--- src/rtl/genqueue_drain.sv ---
// Queue read-side adapter: prefetches one wide word and serialises it into
// narrow valid/ready beats, least-significant chunk first.
module genqueue_drain #(
   parameter int WIDTH  = 64,
   parameter int OWIDTH = 8,
   parameter int CNTW   = 16
) (
   input  logic              clk,
   input  logic              rst,
   input  logic              queue_empty,
   input  logic              queue_oready,
   input  logic [WIDTH-1:0]  queue_data_out,
   output logic              queue_re,
   output logic [OWIDTH-1:0] out_data,
   output logic              out_valid,
   output logic              out_last,
   input  logic              out_ready,
   output logic              busy,
   output logic [CNTW-1:0]   words_done
);

   localparam int CHUNKS = WIDTH / OWIDTH;
   localparam int CW     = (CHUNKS > 1) ? $clog2(CHUNKS) : 1;
   localparam logic [CW-1:0] LAST = CW'(CHUNKS - 1);

   typedef enum logic {F_IDLE, F_WAIT} fstate_t;

   fstate_t           state, state_nxt;
   logic [WIDTH-1:0]  pbuf, sreg;
   logic              pbuf_valid, svalid;
   logic [CW-1:0]     cnt;
   logic              capture, accept, at_last, load;

   always_ff @(posedge clk or negedge rst) begin
      if (!rst) state <= F_IDLE;
      else      state <= state_nxt;
   end

   always_comb begin
      state_nxt = state;
      case (state)
         F_IDLE: if (!queue_empty && !pbuf_valid) state_nxt = F_WAIT;
         F_WAIT: if (queue_oready)                state_nxt = F_IDLE;
         default: state_nxt = F_IDLE;
      endcase
   end

   always_comb begin
      queue_re = (state == F_IDLE) && !queue_empty && !pbuf_valid;
      capture  = (state == F_WAIT) && queue_oready;
   end

   assign accept  = svalid & out_ready;
   assign at_last = (cnt == LAST);
   // Load uses the old pbuf even when a capture lands in the same cycle.
   assign load    = pbuf_valid & (!svalid | (accept & at_last));

   always_ff @(posedge clk or negedge rst) begin
      if (!rst) begin
         pbuf       <= '0;
         pbuf_valid <= 1'b0;
      end else begin
         if (capture) pbuf <= queue_data_out;
         if (capture)   pbuf_valid <= 1'b1;
         else if (load) pbuf_valid <= 1'b0;
      end
   end

   always_ff @(posedge clk or negedge rst) begin
      if (!rst) begin
         sreg       <= '0;
         cnt        <= '0;
         svalid     <= 1'b0;
         words_done <= '0;
      end else begin
         if (load) begin
            sreg   <= pbuf;
            cnt    <= '0;
            svalid <= 1'b1;
         end else if (accept) begin
            if (at_last) begin
               svalid <= 1'b0;
            end else begin
               sreg <= sreg >> OWIDTH;
               cnt  <= cnt + CW'(1);
            end
         end
         if (accept && at_last) words_done <= words_done + CNTW'(1);
      end
   end

   assign out_data  = sreg[OWIDTH-1:0];
   assign out_valid = svalid;
   assign out_last  = svalid & at_last;
   assign busy      = svalid | pbuf_valid | (state == F_WAIT);

endmodule

--- config.mk ---
export PLATFORM = sky130hd
export DESIGN_NAME = genqueue_drain
export DESIGN_NICKNAME = d
export VERILOG_FILES = /design/src/rtl/genqueue_drain.sv
export SDC_FILE = /design/constraint.sdc
export NUM_CORES = 1
export LEC_CHECK = 0
export ABC_AREA = 1
export BUFFER_PORTS_ARGS = -buffer_cell sky130_fd_sc_hd__buf_2
export CAP_MARGIN = 20
export CORE_AREA = 2 2 157 98
export CTS_BUF_LIST = sky130_fd_sc_hd__clkbuf_8
export CTS_CLUSTER_DIAMETER = 100
export CTS_CLUSTER_SIZE = 20
export DETAILED_ROUTE_END_ITERATION = 8
export DIE_AREA = 0 0 159 100
export SLEW_MARGIN = 15
export SYNTH_ARGS = -nofsm -noshare
export SYNTH_HDL_FRONTEND = slang
export SYNTH_SLANG_ARGS = --single-unit
--- constraint.sdc ---
create_clock -name clk -period 1.9 [get_ports clk]
set_clock_uncertainty 0.05 [all_clocks]
set_input_delay 0.38 -clock clk [delete_from_list [all_inputs] [get_ports clk]]
set_output_delay 0.38 -clock clk [all_outputs]
set_load 0.01 [all_outputs]
* Word level (Yosys, flattened, before mapping)
Cells that the tools add are included.
Word-level totals: flip-flop bits (word level) 150, output and inout bits 28, logic and storage cells 46
Operators by class: add/sub/neg operators 2, eq/ne operators 2, mux-type cells 14, bitwise operators 8, reduce and logical (&&, ||, !) cells 13
Operators with widths (count):
- 64-bit two-way mux | 3
- 16-bit by 1-bit adder with 16-bit output (second input constant) | 1
- 3-bit two-way mux | 3
- 1-bit two-way mux | 7
- 2-bit nonzero test | 3
- 1-bit logical AND | 5
- 1-bit AND | 4
- 2-bit AND reduction | 2
- 3-bit by 1-bit adder with 3-bit output (second input constant) | 1
- 3-bit == test (second input constant) | 1
- 1-bit logical NOT | 3
- 1-bit OR | 3
- 2-bit by 1-bit inequality test with 1-bit output (second input constant) | 1
- 1-bit one-hot mux with 2 select lines | 1
- 1-bit NOT | 1

* Depth between registers and ports, before layout
Gate-level depths: netlist of run 1.
depth after elaboration 6, depth in mapped cells 12, depth with buffers taken out 9

* Least setup slack after synthesis of run 1
Ideal clock, no wire load.
path kind register to register, from register cnt[0], to register sreg[35], setup time 0.125 ns, data arrival time 1.547 ns, data required time 1.725 ns, path slack 0.178 ns, cell stages (with the launch flop) 13, cell sequence dfrtp_1 -> ha_1 -> ha_1 -> inv_1 -> nand2_1 -> nand2_1 -> o21a_1 -> buf_4 -> inv_2 -> buf_6 -> buf_4 -> nand2_1 -> nand3_1
Between the ends: word-level cells in the longest chain between the ends 6, elaborated cells between the ends (all ways) 8
RTL lines:
- start: declaration | line 31 | logic [CW-1:0] cnt;
- start signal: assignment | line 85 | cnt <= cnt + CW'(1);
- 3-bit == test (*) | line 54 | assign at_last = (cnt == LAST);
- 1-bit AND | line 56 | assign load = pbuf_valid & (!svalid | (accept & at_last));
- 1-bit OR | line 56
- 1-bit AND | line 56
- 2-bit by 1-bit inequality test with 1-bit output (no source line) / 2-bit nonzero test (equally long branches)
- 2-bit AND reduction (no source line)
- end signal: assignment | line 77 | sreg <= pbuf;
- end signal: assignment | line 84 | sreg <= sreg >> OWIDTH;
- end: declaration | line 29 | logic [WIDTH-1:0] pbuf, sreg;
Mark *: on every way between the ends. The rest lies on a longest branch, timed or not. A chain may end at the register's enable or synchronous reset.

* Worst setup path in the final report of run 1
from register cnt[1], to output port out_last
Between the ends: word-level cells in the longest chain between the ends 2
RTL lines:
- 3-bit == test | line 54
- 1-bit AND | line 94 | assign out_last = svalid & at_last;
- end: declaration | line 16 | output logic out_last,
No other way between the ends.

==> results.cfg, run 1 <==
[run_status]
status = complete, no violations

[worst_setup_path]
setup.worst_path.end_class = output pin
r2r-start = cnt[1]$_DFFE_PN0P_
cp-start-kind = flip-flop
arrival_ns = 1.40
critPathSlowestCell = dfrtp_1
slowest_delay_ns = 0.39
worstPathCellList = ha_2 -> ha_4 -> nand2_2 -> inv_1 -> buf_2
crit_required_ns = 1.47
crit_start = cnt[1]$_DFFE_PN0P_
reg2reg_to = sreg[49]$_DFFE_PN0P_
crit_fanout = 3
crit_end = out_last
worst-setup-path-type = flip-flop to output pin
r2r_setup_slack_ns = 0.14
rr_worst_depth = 8

[job]
drv_cap = 0

[clock_network]
h-tree-depth = 4
clkLatencyLatePin_ns = 0.43
numCtsBuffers = 17
clockBufferDepth = 2
cts.clk_slew.worst_paths_ns = 0.09
clkSinkCount = 150
cts_tree = done
cts-root-buf = clkbuf_8

[pwr]
p_leak_nw = 3.739
vdd_drop_max_mv = 0.5227
powerDensity_nw_per_um2 = 1333

[yosys]
synth-seq-area-share = 0.5906
ys.flop_type = dfrtp_1
syn_avg_cell_area_um2 = 10.19
synth_nets = 696
ys_warn_count = 0
synthesis.instances = 624
synth-seq-cells = 150
synth_area_um2 = 6356
synth_edf_count = 0
synthArstFlopShare = 1.000
yosysUniqueCellTypes = 22

[cells_and_area]
area_delta_synth_final_pct = 18.21
layout-drive-gt1-share = 0.2957
diodes = 0
final_cell_mix = nand2_1, dfrtp_1, nand3_1, buf_2, mux2_2
seq_area_um2 = 3754
final_common_cell = nand2_1
design_area_um2 = 7513
multi_input_area_um2 = 2310
fillers = 1383
nets = 786

[placed_design]
place_area_um2 = 7039
portBuffers = 96
gp_congestion = 0.8188
post-place-ws_ns = 0.08701
dp_hpwl_um = 9365

[drt]
drt-vias-per-instance = 5.054
firstDrtPassIters = 5
wl_um = 13670
wl_per_cell_um = 14.69
antenna_left = 0
drc = 0
num_vias = 4700
drt_iter0_drc = 308

[grt]
grt_max_degree = 67
grtUsageTotal = 0.1838
antenna_found_initial = 0
grt_pass1_vias = 4771
grt_pass1_wl_um = 23600
overflow = 0

[timing]
setup_violations = 0
timing.final.max_slew_violations = 0
worstMarginPinSlew_ns = 0.4054
timing.fmax_ghz = 0.5462
fin_crit_ns = 1.831
relSlewSlack = 0.7298
timing.final.crit_share = 0.9636
setup_ws_ns = 0.06921
hold_viol = 0

[worst_hold_path]
hp-class = primary input to flip-flop

[die]
die-height_um = 100
rows = 35
io_pins = 97
start_util = 0.4320
die_w_um = 159
die_area_um2 = 15900
coreArea_um2 = 14710
where the power goes:
part	switching, W	internal (W)
sequential	0.000729	0.00443
clock	0.00120	0.00140
combinational	0.00104	0.00121
total	0.00298	0.00704
per-stage QoR:
| step | power (W) | std cells | TNS, ns | utilization | hold WS [ns] |
|---|---|---|---|---|---|
| floorplan | 0.006724 | 624 | 0 | - | 0.03441 |
| global placement | 0.007305 | 895 | 0 | 0.4784 | 0.2747 |
| detailed placement | 0.007451 | 895 | 0 | 0.4784 | 0.2798 |
| CTS | 0.01009 | 929 | 0 | 0.5087 | 0.09301 |
| global route | 0.01067 | 930 | -0.003048 | 0.5106 | 0.09856 |
| finish | 0.01002 | 930 | 0 | 0.5106 | 0.1149 |
critical path: cells and delay by family (launching register included):
family / cells / cell delay (ns)
DFF: 1 / 0.39
adders and majority gates: 2 / 0.36
buffers and inverters: 2 / 0.17
and+or+nand+nor: 1 / 0.04
how the worst min path moves through the flow:
| stage | endpoint | from | slack (ns) | cells after the start |
|---|---|---|---|---|
| 2_1_floorplan | cnt[0]$_DFFE_PN0P_ | rst | 0.03 | 0 |
| 3_3_place_gp | pbuf[46]$_DFFE_PN0P_ | rst | 0.27 | 1 |
| 3_5_place_dp | pbuf[51]$_DFFE_PN0P_ | rst | 0.28 | 1 |
| 4_1_cts | state$_DFF_PN0_ | queue_empty | 0.09 | 2 |
| 5_1_grt | pbuf[58]$_DFFE_PN0P_ | queue_data_out[58] | 0.1 | 2 |
| 6_report | state$_DFF_PN0_ | queue_empty | 0.11 | 2 |
kinds of logic after synthesis:
kind of cell,Yosys count,share of synthesized area
flops,150,0.5906
simple gates,329,0.2222
buf+inv,62,0.04980
fa+ha+maj,3,0.005906
xor+xnor,10,0.01378
compound gates,7,0.006103
mux,63,0.1116
cell type report:
class / instances / area share
Clock buffer: 20 / 0.03664
Clock inverter: 12 / 0.01998
Inverter: 20 / 0.009992
Multi-Input combinational cell: 412 / 0.3074
Sequential cell: 150 / 0.4996
Tap cell: 203 / 0.03381
Timing Repair Buffer: 113 / 0.09259
synthesized netlist by cell type (4+ instances only):
| library cell | n | area [um2] |
|---|---|---|
| clkbuf_1 | 9 | 33.78 |
| mux2_2 | 63 | 709.4 |
| nor2_1 | 16 | 60.06 |
| nand3_1 | 122 | 610.6 |
| xor2_1 | 8 | 70.07 |
| dfrtp_1 | 150 | 3754 |
| buf_2 | 19 | 95.09 |
| buf_4 | 12 | 90.09 |
| nand4_1 | 6 | 37.54 |
| o21ai_0 | 4 | 20.02 |
| inv_1 | 17 | 63.81 |
| nand2_1 | 179 | 671.9 |
| nor3_1 | 4 | 20.02 |
layer usage:
metal / up-vias / global-route usage / share of wire
met1: 2340 / 0.2693 / 0.50
met3: 11 / 0.04463 / 0.048
met5: - / 0 / 0
li1: 2237 / - / -
met2: 112 / 0.2729 / 0.44
met4: 0 / 0.05524 / 0.0097
registers in the layout (all words and copies together), names as in the netlist:
signal,count
pbuf,64
sreg,64
words_done,16
cnt,3
out_valid,1
pbuf_valid,1
state,1
what timing repair did:
item / 4_1_cts / 5_1_grt
endpoints found under the setup margin: 1 / 21
hold buffers: 1 / 0
pin swaps: 0 / 1
setup buffers: 1 / 1
gates resized for setup: 1 / 5
endpoints found under the hold margin: 38 / 0
Note: power is estimated with default switching activity, not from simulation.
==> run 2, diff against run 1 <==
==> constraint.sdc (replaced) <==
create_clock -name clk -period 1.9 [get_ports clk]
set_clock_uncertainty 0.05 [all_clocks]
set_input_delay 0.38 -clock clk [delete_from_list [all_inputs] [get_ports clk]]
set_output_delay 0.38 -clock clk [all_outputs]
set_load 0.02 [all_outputs]
==> results.cfg, run 2 (synthesis results as in run 1) <==
[timing]
fin_tns_setup_ns = 0
worstMarginPinSlew_ns = 0.4104
timing.final.crit_share = 0.9636
rsz0062_at_grt = true
fin_crit_ns = 1.831
relSlewSlack = 0.7264
timing.fmax_ghz = 0.5462
hold_viol = 0
fin_hold_ws_ns = 0.1145
timing.final.max_slew_violations = 0
setup_violations = 0

[clock_network]
cts.clk_slew.worst_paths_ns = 0.09
clkLatencyLatePin_ns = 0.43
numCtsBuffers = 17
cts-root-buf = clkbuf_8
clkSinkCount = 150
clockBufferDepth = 2
h-tree-depth = 4
cts_tree = done

[die]
coreArea_um2 = 14710
io_pins = 97
start_util = 0.4320
die-height_um = 100
die_w_um = 159
die_area_um2 = 15900
rows = 35

[grt]
overflow = 0
grt_pass1_vias = 4776
grt_max_degree = 67
antenna_found_initial = 0
grt_pass1_wl_um = 23650
grtUsageTotal = 0.1842

[worst_setup_path]
arrival_ns = 1.40
crit_family = flip-flops
worst-setup-path-type = flip-flop to output pin
slowest_delay_ns = 0.39
crit_fanout = 3
crit_buf_inv = 2
worstPathCellList = ha_2 -> ha_4 -> nand2_2 -> inv_2 -> buf_6
setup.worst_path.end_class = output pin
crit_required_ns = 1.47
critPathSlowestCell = dfrtp_1
cp-start-kind = flip-flop

[pwr]
powerDensity_nw_per_um2 = 1344
vdd_drop_max_mv = 0.5228
p_leak_nw = 3.737

[placed_design]
portBuffers = 96
dpl.cell_count = 895
dp_hpwl_um = 9365
gp_congestion = 0.8188

[drt]
num_vias = 4689
firstDrtPassIters = 5
drt-vias-per-instance = 5.042
antenna_left = 0
drc = 0
drt_iter0_drc = 325
wl_per_cell_um = 14.70
wl_um = 13670

[cells_and_area]
final_cells = 930
layout-drive-gt1-share = 0.2971
reg_top3 = pbuf (64), sreg (64), words_done (16)
fillers = 1383
final_cell_mix = nand2_1, dfrtp_1, nand3_1, buf_2, mux2_2
area_delta_synth_final_pct = 18.25
diodes = 0
nets = 786
fin_util = 0.5108
final_common_cell = nand2_1

[run_status]
status = complete, no violations

[job]
drv_cap = 0

[worst_hold_path]
hp-class = primary input to flip-flop
## run 2: final timing paths
| kind | startpoint | to | slack (ns) | cells after the start |
|---|---|---|---|---|
| setup / recovery | cnt[1]$_DFFE_PN0P_ | out_last | 0.07 | 5 |
| hold / removal | queue_empty | state$_DFF_PN0_ | 0.11 | 2 |
| setup reg to reg | cnt[1]$_DFFE_PN0P_ | sreg[49]$_DFFE_PN0P_ | 0.13 | 8 |
| hold reg to reg | sreg[62]$_DFFE_PN0P_ | sreg[62]$_DFFE_PN0P_ | 0.44 | 2 |
| max in group asynchronous | rst | sreg[45]$_DFFE_PN0P_ | 0.78 | 3 |
| min in group asynchronous | rst | pbuf[51]$_DFFE_PN0P_ | 0.38 | 2 |
## run 2: layout make-up
type	instances	area [um2]	area share
multi-input combinational	412	2310	0.3073
tap	203	254.0	0.03379
inverter	20	75.07	0.009988
timing repair buffer	113	698.2	0.09289
clock buffer	20	275.3	0.03662
sequential	150	3754	0.4994
clock inverter	12	150.1	0.01998
## run 2: worst reg2reg max path, cell delays in order (launching register included)
cell	delay (ns)
dfrtp_1	0.39
ha_2	0.20
ha_4	0.16
nand3_1	0.09
nand2_1	0.11
nand2_2	0.11
buf_4	0.29
nand3_1	0.19
nand3_1	0.11
## run 2: per-stage QoR
step | cell area [um2] | setup WS (ns) | power [W]
global route | 7516 | -0.006189 | 0.01076
CTS | 7490 | 0.01031 | 0.01018
floorplan | 6356 | 0.1735 | 0.006808
global placement | 7039 | 0.1111 | 0.007387
finish | 7516 | 0.06911 | 0.01010
detailed placement | 7039 | 0.08701 | 0.007533
## run 2: power breakdown
group | internal [W] | leakage, nW | switching, W
sequential | 0.00443 | 1.92 | 0.000728
combinational | 0.00121 | 1.61 | 0.00113
clock | 0.00140 | 0.210 | 0.00121
total | 0.00704 | 3.74 | 0.00306
## run 2: per-layer routing
metal | track usage | wire [um] | part of all wire
met1 | 0.2693 | 6849 | 0.50
met2 | 0.2742 | 6031 | 0.44
met3 | 0.04463 | 678 | 0.050
met4 | 0.05524 | 115 | 0.0084
met5 | 0 | 0 | 0
## run 2: repair_timing
item	CTS	global route
endpoints found under the hold margin	38	0
endpoints found under the setup margin	1	15
hold buffers	1	0
pin swaps	0	1
gates resized for setup	3	5
setup buffers	1	1
==> run 3, diff against run 2 <==
==> constraint.sdc (replaced) <==
create_clock -name clk -period 1.8 [get_ports clk]
set_clock_uncertainty 0.05 [all_clocks]
set_input_delay 0.36 -clock clk [delete_from_list [all_inputs] [get_ports clk]]
set_output_delay 0.36 -clock clk [all_outputs]
set_load 0.02 [all_outputs]
==> results.cfg, run 3 (synthesis results as in run 1) <==
[grt]
grt_util_met2 = 0.2689
grtUsageMet1 = 0.2751
grt_max_degree = 67
use_met3 = 0.03802
grt_pass1_wl_um = 23490
overflow = 0
top_usage_layer = met1
antenna_found_initial = 0
grt_pass1_vias = 4689
grtUsageTotal = 0.1860

[worst_setup_path]
setup.worst_path.end_class = output pin
crit_top_cell = ha_4
slowest_delay_ns = 0.42
crit_buf_inv = 2
cp-start-kind = flip-flop
crit_fanout = 3
crit_required_ns = 1.39
critPathSlowestCell = dfrtp_1
worst-setup-path-type = flip-flop to output pin
crit_family = flip-flops
worstPathCellList = ha_4 -> ha_4 -> nand2_2 -> inv_2 -> buf_6
arrival_ns = 1.41

[run_status]
status = complete, but fails checks
violations = setup timing

[clock_network]
clockBufferDepth = 2
clkSinkCount = 150
numCtsBuffers = 17
cts-root-buf = clkbuf_8
clkLatencyLatePin_ns = 0.44
h-tree-depth = 4
cts_tree = done
cts.clk_slew.worst_paths_ns = 0.08

[drt]
wl_um = 13820
drt-vias-per-instance = 5.004
num_vias = 4664
antenna_left = 0
drc = 0
firstDrtPassIters = 5
wl_per_cell_um = 14.83
drt_iter0_drc = 330

[die]
rows = 35
die-height_um = 100
coreArea_um2 = 14710
die_area_um2 = 15900
die_w_um = 159
start_util = 0.4320
io_pins = 97

[timing]
fin_hold_ws_ns = 0.06108
timing.final.crit_share = 1.009
relSlewSlack = 0.7565
setup_ws_ns = -0.01586
timing.final.max_slew_violations = 0
fin_crit_ns = 1.816
timing.fmax_ghz = 0.5507
hold_viol = 0
setup_violations = 1
worstMarginPinSlew_ns = 0.3653
rsz0062_at_grt = true

[placed_design]
gp_congestion = 0.8437
post-place-ws_ns = 0.01255
dp_hpwl_um = 9416
portBuffers = 96

[cells_and_area]
area_delta_synth_final_pct = 19.86
final_cell_mix = nand2_1, dfrtp_1, nand3_1, buf_2, mux2_2
nets = 788
layout-drive-gt1-share = 0.2990
diodes = 0
final_common_cell = nand2_1
reg_top3 = pbuf (64), sreg (64), words_done (16)

[job]
drv_cap = 0

[worst_hold_path]
hp-class = primary input to flip-flop

[pwr]
p_leak_nw = 3.773
powerDensity_nw_per_um2 = 1413
vdd_drop_max_mv = 0.4983
run 3: cell count changes in the layout (fill, tap and decap cells not counted), sizes merged:
cell	change
buf	+2
bufinv	+1
clkbuf	-3
clkinv	+2
run 3: worst register-to-register path, delay by kind of cell, from the launching register on:
kind	cells	cell delay (ns)
adder cells (fa/ha/maj)	2	0.34
AND/OR/NAND/NOR	5	0.59
flip-flops	1	0.42
buffers and inverters	2	0.25
run 3: layer usage:
| layer | vias to the layer above | routed length, um |
|---|---|---|
| met1 | 2282 | 7031 |
| met2 | 120 | 5955 |
| met5 | - | 0 |
| li1 | 2246 | - |
| met4 | 0 | 234 |
| met3 | 16 | 601 |
run 3: layout make-up:
type | instances | area [um2]
Clock buffer | 17 | 234.0
Sequential cell | 150 | 3754
Fill cell | 1346 | 7096
Clock inverter | 15 | 188.9
Multi-Input combinational cell | 412 | 2331
Tap cell | 203 | 254.0
Inverter | 20 | 75.07
Timing Repair Buffer | 115 | 782.0
run 3: where the power goes:
group	total (W)	internal [W]	switching, W	leakage, nW
clock network	0.00277	0.00150	0.00128	0.212
logic	0.00255	0.00134	0.00121	1.64
registers	0.00544	0.00467	0.000770	1.92
run 3: per-stage QoR:
step,instance area (um2),TNS [ns],instances,utilization,total power (W)
global route,7619,-0.2935,932,0.5178,0.01146
CTS,7584,-0.06180,931,0.5154,0.01083
detailed placement,7117,0,897,0.4837,0.007999
finish,7619,-0.01586,932,0.5178,0.01076
floorplan,6356,0,624,-,0.007186
global placement,7117,0,897,0.4837,0.007843
run 3: worst paths after layout:
kind	from	endpoint	slack [ns]	cells past startpoint
max	cnt[1]$_DFFE_PN0P_	out_last	-0.02	5
min	queue_empty	state$_DFF_PN0_	0.06	2
max reg2reg	cnt[1]$_DFFE_PN0P_	sreg[40]$_DFFE_PN0P_	0.03	9
min reg2reg	sreg[56]$_DFFE_PN0P_	sreg[56]$_DFFE_PN0P_	0.43	2
max in group asynchronous	rst	pbuf[51]$_DFFE_PN0P_	0.74	3
min in group asynchronous	rst	pbuf[53]$_DFFE_PN0P_	0.32	2
run 3: what timing repair did:
item | CTS | global route
endpoints found under the hold margin | 28 | 0
setup buffers | 1 | 1
endpoints found under the setup margin | 2 | 60
pin swaps | 2 | 2
hold buffers | 1 | 0
resized for setup | 8 | 7
